==> src/rtl/control_fsm.sv <==
// Multi-cycle RV32I control sequencer: fetch, decode, execute, address,
// load/store and trap states driving datapath selects and strobes.
// Ports: clk/rst_n; ir, br_eq, br_lt, mem_resp in; aluop, alumux1_sel,
// alumux2_sel, cmp_unsigned, load_ir, load_pc, load_mar, regfile_we,
// mem_read, mem_write, pcmux_sel, regfilemux_sel, mem_size, illegal out.
module control_fsm #(
  parameter int OP_WIDTH = 4
) (
  input  logic                clk,
  input  logic                rst_n,
  input  logic [31:0]         ir,
  input  logic                br_eq,
  input  logic                br_lt,
  input  logic                mem_resp,
  output logic [OP_WIDTH-1:0] aluop,
  output logic                alumux1_sel,
  output logic [1:0]          alumux2_sel,
  output logic                cmp_unsigned,
  output logic                load_ir,
  output logic                load_pc,
  output logic                load_mar,
  output logic                regfile_we,
  output logic                mem_read,
  output logic                mem_write,
  output logic                pcmux_sel,
  output logic [1:0]          regfilemux_sel,
  output logic [1:0]          mem_size,
  output logic                illegal
);

  typedef enum logic [2:0] {
    S_FETCH,
    S_DECODE,
    S_EXECUTE,
    S_ADDR,
    S_LOAD,
    S_STORE,
    S_TRAP
  } state_e;

  localparam logic [6:0] OPC_OP     = 7'b0110011;
  localparam logic [6:0] OPC_OPIMM  = 7'b0010011;
  localparam logic [6:0] OPC_LUI    = 7'b0110111;
  localparam logic [6:0] OPC_AUIPC  = 7'b0010111;
  localparam logic [6:0] OPC_JAL    = 7'b1101111;
  localparam logic [6:0] OPC_JALR   = 7'b1100111;
  localparam logic [6:0] OPC_BRANCH = 7'b1100011;
  localparam logic [6:0] OPC_LOAD   = 7'b0000011;
  localparam logic [6:0] OPC_STORE  = 7'b0100011;

  localparam logic [OP_WIDTH-1:0] ALU_JALR = OP_WIDTH'(0);
  localparam logic [OP_WIDTH-1:0] ALU_ADD  = OP_WIDTH'(1);
  localparam logic [OP_WIDTH-1:0] ALU_SUB  = OP_WIDTH'(2);
  localparam logic [OP_WIDTH-1:0] ALU_AND  = OP_WIDTH'(3);
  localparam logic [OP_WIDTH-1:0] ALU_OR   = OP_WIDTH'(4);
  localparam logic [OP_WIDTH-1:0] ALU_XOR  = OP_WIDTH'(5);
  localparam logic [OP_WIDTH-1:0] ALU_SLL  = OP_WIDTH'(6);
  localparam logic [OP_WIDTH-1:0] ALU_SRL  = OP_WIDTH'(7);
  localparam logic [OP_WIDTH-1:0] ALU_SRA  = OP_WIDTH'(8);
  localparam logic [OP_WIDTH-1:0] ALU_LUI  = OP_WIDTH'(9);
  localparam logic [OP_WIDTH-1:0] ALU_SLT0 = OP_WIDTH'(10);
  localparam logic [OP_WIDTH-1:0] ALU_SLT1 = OP_WIDTH'(11);

  state_e state_q, state_d;

  logic [6:0] opc;
  logic [2:0] f3;
  logic       f7b;
  logic       unused_ir;

  assign opc = ir[6:0];
  assign f3  = ir[14:12];
  assign f7b = ir[30];

  // Register/immediate fields are consumed by the datapath, not here.
  assign unused_ir = ^{ir[31], ir[29:15], ir[11:7]};

  logic is_op, is_opi, is_lui, is_auipc;
  logic is_jal, is_jalr, is_br, is_ld, is_st;
  logic br_bad;
  logic taken;

  assign is_op    = (opc == OPC_OP);
  assign is_opi   = (opc == OPC_OPIMM);
  assign is_lui   = (opc == OPC_LUI);
  assign is_auipc = (opc == OPC_AUIPC);
  assign is_jal   = (opc == OPC_JAL);
  assign is_jalr  = (opc == OPC_JALR);
  assign is_br    = (opc == OPC_BRANCH);
  assign is_ld    = (opc == OPC_LOAD);
  assign is_st    = (opc == OPC_STORE);

  // funct3 010/011 are unused encodings in the branch space.
  assign br_bad = (f3 == 3'b010) || (f3 == 3'b011);

  always_comb begin
    taken = 1'b0;
    case (f3)
      3'b000:  taken = br_eq;
      3'b001:  taken = ~br_eq;
      3'b100:  taken = br_lt;
      3'b101:  taken = ~br_lt;
      3'b110:  taken = br_lt;
      3'b111:  taken = ~br_lt;
      default: taken = 1'b0;
    endcase
  end

  always_ff @(posedge clk or negedge rst_n) begin
    if (!rst_n) begin
      state_q <= S_FETCH;
    end else begin
      state_q <= state_d;
    end
  end

  always_comb begin
    state_d        = state_q;
    aluop          = ALU_ADD;
    alumux1_sel    = 1'b0;
    alumux2_sel    = 2'd0;
    cmp_unsigned   = 1'b0;
    load_ir        = 1'b0;
    load_pc        = 1'b0;
    load_mar       = 1'b0;
    regfile_we     = 1'b0;
    mem_read       = 1'b0;
    mem_write      = 1'b0;
    pcmux_sel      = 1'b0;
    regfilemux_sel = 2'd0;
    mem_size       = 2'd2;
    illegal        = 1'b0;

    // Gating on rst_n kills any memory request the instant reset lands.
    if (rst_n) begin
      unique case (state_q)
        S_FETCH: begin
          mem_read = 1'b1;
          if (mem_resp) begin
            load_ir = 1'b1;
            state_d = S_DECODE;
          end
        end

        S_DECODE: begin
          unique case (1'b1)
            is_op, is_opi, is_lui, is_auipc,
            is_jal, is_jalr: state_d = S_EXECUTE;
            is_br:   state_d = br_bad ? S_TRAP : S_EXECUTE;
            is_ld, is_st: state_d = S_ADDR;
            default: state_d = S_TRAP;
          endcase
        end

        S_EXECUTE: begin
          load_pc = 1'b1;
          state_d = S_FETCH;
          unique case (1'b1)
            is_op, is_opi: begin
              regfile_we  = 1'b1;
              alumux2_sel = is_op ? 2'd0 : 2'd1;
              unique case (f3)
                3'b000: aluop = (is_op && f7b) ? ALU_SUB
                                               : ALU_ADD;
                3'b111: aluop = ALU_AND;
                3'b110: aluop = ALU_OR;
                3'b100: aluop = ALU_XOR;
                3'b001: aluop = ALU_SLL;
                3'b101: aluop = f7b ? ALU_SRA : ALU_SRL;
                3'b010: aluop = br_lt ? ALU_SLT1 : ALU_SLT0;
                3'b011: begin
                  aluop        = br_lt ? ALU_SLT1 : ALU_SLT0;
                  cmp_unsigned = 1'b1;
                end
              endcase
            end
            is_lui: begin
              aluop       = ALU_LUI;
              alumux2_sel = 2'd3;
              regfile_we  = 1'b1;
            end
            is_auipc: begin
              alumux1_sel = 1'b1;
              alumux2_sel = 2'd3;
              regfile_we  = 1'b1;
            end
            is_jal: begin
              alumux1_sel    = 1'b1;
              alumux2_sel    = 2'd3;
              pcmux_sel      = 1'b1;
              regfile_we     = 1'b1;
              regfilemux_sel = 2'd1;
            end
            is_jalr: begin
              aluop          = ALU_JALR;
              alumux2_sel    = 2'd1;
              pcmux_sel      = 1'b1;
              regfile_we     = 1'b1;
              regfilemux_sel = 2'd1;
            end
            is_br: begin
              alumux1_sel  = 1'b1;
              alumux2_sel  = 2'd3;
              cmp_unsigned = f3[2] & f3[1];
              pcmux_sel    = taken;
            end
            default: ;
          endcase
        end

        S_ADDR: begin
          load_mar    = 1'b1;
          alumux2_sel = is_st ? 2'd2 : 2'd1;
          state_d     = is_st ? S_STORE : S_LOAD;
        end

        S_LOAD: begin
          mem_read = 1'b1;
          mem_size = f3[1:0];
          if (mem_resp) begin
            regfile_we     = 1'b1;
            regfilemux_sel = 2'd2;
            load_pc        = 1'b1;
            state_d        = S_FETCH;
          end
        end

        S_STORE: begin
          mem_write = 1'b1;
          mem_size  = f3[1:0];
          if (mem_resp) begin
            load_pc = 1'b1;
            state_d = S_FETCH;
          end
        end

        S_TRAP: begin
          illegal = 1'b1;
        end

        default: state_d = S_FETCH;
      endcase
    end
  end

endmodule

==> config.mk <==
export PLATFORM = sky130hd
export DESIGN_NAME = control_fsm
export DESIGN_NICKNAME = d
export VERILOG_FILES = /design/src/rtl/control_fsm.sv
export SDC_FILE = /design/constraint.sdc
export NUM_CORES = 1
export LEC_CHECK = 0
export ABC_CLOCK_PERIOD_IN_PS = 1500
export BUFFER_PORTS_ARGS = -buffer_cell sky130_fd_sc_hd__buf_4
export CAP_MARGIN = 20
export CORE_MARGIN = 1
export CORE_UTILIZATION = 40
export CTS_CLUSTER_SIZE = 12
export DETAILED_ROUTE_END_ITERATION = 7
export PLACE_DENSITY = 0.9
export SLEW_MARGIN = 30
export SYNTH_ARGS = -nofsm -noshare
export SYNTH_HDL_FRONTEND = slang
export SYNTH_SLANG_ARGS = --single-unit
==> constraint.sdc <==
create_clock -name clk -period 1.5 [get_ports clk]
set_input_delay 0 -clock clk [delete_from_list [all_inputs] [get_ports clk]]
set_output_delay 0 -clock clk [all_outputs]
set_load 0.1 [all_outputs]
==> results.yml <==
synth:
  synth_edf_count: 0
  synth.avg_cell_area_sq_um: 7.07
  synth-seq-area-share: 0.0992
  yosysTopAreaCellShare: 0.0992
  syn_inst: 107
  yosys_warnings: 0
  netlist_area_sq_um: 757
  synth_cell_types: 47
  synth_top_cell_by_area: "dfrtp_1"
  ys_seq_elements: 3
  syn_nets: 144
  synth-async-reset-ratio: 1.00
  synth_area_leaders: "dfrtp_1 9.9%, nand2b_1 5.8%, nor2_1 5.5%, a21oi_1 4.6%, nand2_1 4.5%"
  ys.flop_type: "dfrtp_1"
timing:
  setup_viol: 9
  period_minus_slack_ns: 1.61
  clock_skew_ns: 0.000423
  slew_headroom: 0.712
  max_freq_mhz: 620
  layout_setup_ws_ns: -0.114
  fin_hold_ws_ns: 0.173
  finalHoldViolCount: 0
  final_max_slew_viol_count: 0
  rsz0062_at_grt: "true"
  setup_tns_ns: -0.543
  fin_crit_sh: 1.08
  worst_pin_slew_ns: 0.430
placement:
  gp_congestion: 0.820
  hpwl_mm: 1.91
  place_ws_ns: 0.0296
  io_buffers: 35
final_layout:
  diodes: 0
  nNetsFinal: 189
  regMostFlops: "state_q"
  fill_cells: 104
  seqCellArea_sq_um: 75.1
  reg_top3: "state_q x3"
  multi_input_area_sq_um: 812
  final_layout_size_suffix_gt1_frac: 0.576
  syn2layout_area_growth_pct: 90.9
  largest_reg_flops: 3
  utilization: 0.828
clock_tree:
  cts_tree: "done"
  cts_root_buffer: "clkbuf_4"
  insertion_delay_ns: 0.23
  clk_pin_slew_ns: 0.04
  clockBufferDepth: 2
  htreeDepth: 1
  cts_sinks: 3
  cts-buffers-inserted: 3
detailed_routing:
  firstDrtPassIters: 4
  vias: 1067
  wl_per_cell_um: 17.4
  drtIter0Drc: 31
  drc_errors: 0
  via_per_inst: 6.06
  drt_wl_total_mm: 3.06
  ant_nets: 0
pwr:
  finalPower_uw: 1780
  p_leak_uw: 0.000599
  power_density_nw_per_um2: 1230
  irDropWorstVdd_v: 0.00107
worst_setup_path:
  r2r_slack_ns: 0.13
  arrival_ns: 1.61
  cp-start-kind: "flop"
  cp.required_ns: 1.50
  cp_max_fo: 6
  path_class: "flop to primary output"
  end_kind: "primary output"
  r2r_start: "state_q[0]"
  setup.worst_path.start: "state_q[2]"
  rr_worst_depth: 4
die:
  io-pin-count: 57
  die_y_um: 45.5
  rows: 15
  die_w_um: 45.5
  dieArea_sq_um: 2070
  initial_core_util: 0.434
  core_area_sq_um: 1750
grt:
  grt_max_degree: 13
  grt_overflow: 0
  grt_pass1_vias: 1018
  grt_pass1_wl_mm: 4.43
  grt_usage: 0.290
  antenna_found_initial: 0
flow_run:
  maxCapViolations: 0
hold_path:
  hold_start: "rst_n"
  min_path_type: "input pin to flop"
  whs_path_depth: 4
run_status:
  violations: "negative setup slack"
  status: "finished, violations left"
layout by cell type, fill, tap and decap left out, drive strengths merged, types with 2 or more instances in the layout:
master  netlist  layout
a211oi        3       3
a21oi         7       7
a22oi         2       2
a31oi         2       2
and2b         3       3
and3          2       2
buf           7      47
clkbuf        1       4
dfrtp         3       3
inv           3       3
nand2        10      10
nand2b        7       7
nand3         3       3
nand3b        3       3
nor2         12      12
nor2b         4       4
nor3          8       8
o211ai        2       2
o21ai         5       5
o31ai         2       2
xor2          2       2
worst max-delay path: stages (launching register included):
cell and delay (ns):
dfrtp_1 0.37, and2b_2 0.26, nand4_4 0.18, a21o_1 0.23, o21ai_4 0.15, buf_12 0.19
path summary, 6_finish.rpt:
| check | to |
|---|---|
| max | alumux2_sel[1] |
| max reg2reg | state_q[2] |
| max in group asynchronous | state_q[2] |
| min reg2reg | state_q[1] |
| min in group asynchronous | state_q[1] |
| min | state_q[1] |
final cells by class:
| type | count | area share |
|---|---|---|
| Inverter | 3 | 0.00779 |
| Tap cell | 25 | 0.0216 |
| Multi-Input combinational cell | 93 | 0.562 |
| Clock buffer | 4 | 0.0182 |
| Timing Repair Buffer | 48 | 0.339 |
| Sequential cell | 3 | 0.0519 |
cell families after synthesis:
kind of cell / after synthesis / synth area share
AO/OA/AOI/OAI: 30 / 0.279
XOR/XNOR: 2 / 0.0231
buffers and inverters: 11 / 0.0926
flip-flops: 3 / 0.0992
multiplexers: 1 / 0.0132
AND/OR/NAND/NOR: 60 / 0.493
timing repair:
item | CTS | global route
buffers inserted | 2 | 2
pin swaps | 1 | 2
resized for setup | 30 | 8
hold buffers | 1 | 0
setup endpoints to repair | 12 | 14
endpoints found under the hold margin | 3 | 0
where the power goes:
part,leakage (uW),switching (uW),internal [uW]
logic,0.000546,949,524
registers,0.0000378,36.9,122
clock network,0.0000150,46.7,100
total,0.000599,1030,746
synth_stat cells, types with 2 or more instances:
cell and number:
buf_4 3, a31oi_1 2, nor2_1 11, nor3_2 3
o211ai_1 2, nand2b_1 7, and3_1 2, buf_6 2
inv_1 2, nor2b_1 3, buf_2 2, dfrtp_1 3
nand3_1 3, o21ai_1 2, o21ai_0 3, a211oi_1 3
nand2_1 9, a21oi_1 7, xor2_1 2, nor3_1 5
a22oi_1 2, nand3b_1 3, and2b_1 2
routing by layer:
metal	share of wire	track usage	routed length, um
met5	0	0	0
met4	0.026	0.0970	81
met3	0.066	0.0238	202
met2	0.54	0.557	1670
met1	0.36	0.327	1110
stage by stage:
| stage | cells | cell area (sq um) |
|---|---|---|
| after floorplan | 107 | 928 |
| after global placement | 167 | 1220 |
| after global routing | 176 | 1450 |
| after CTS | 174 | 1400 |
| after detailed placement | 167 | 1220 |
| final | 176 | 1450 |
(Power assumes the default switching activity.)
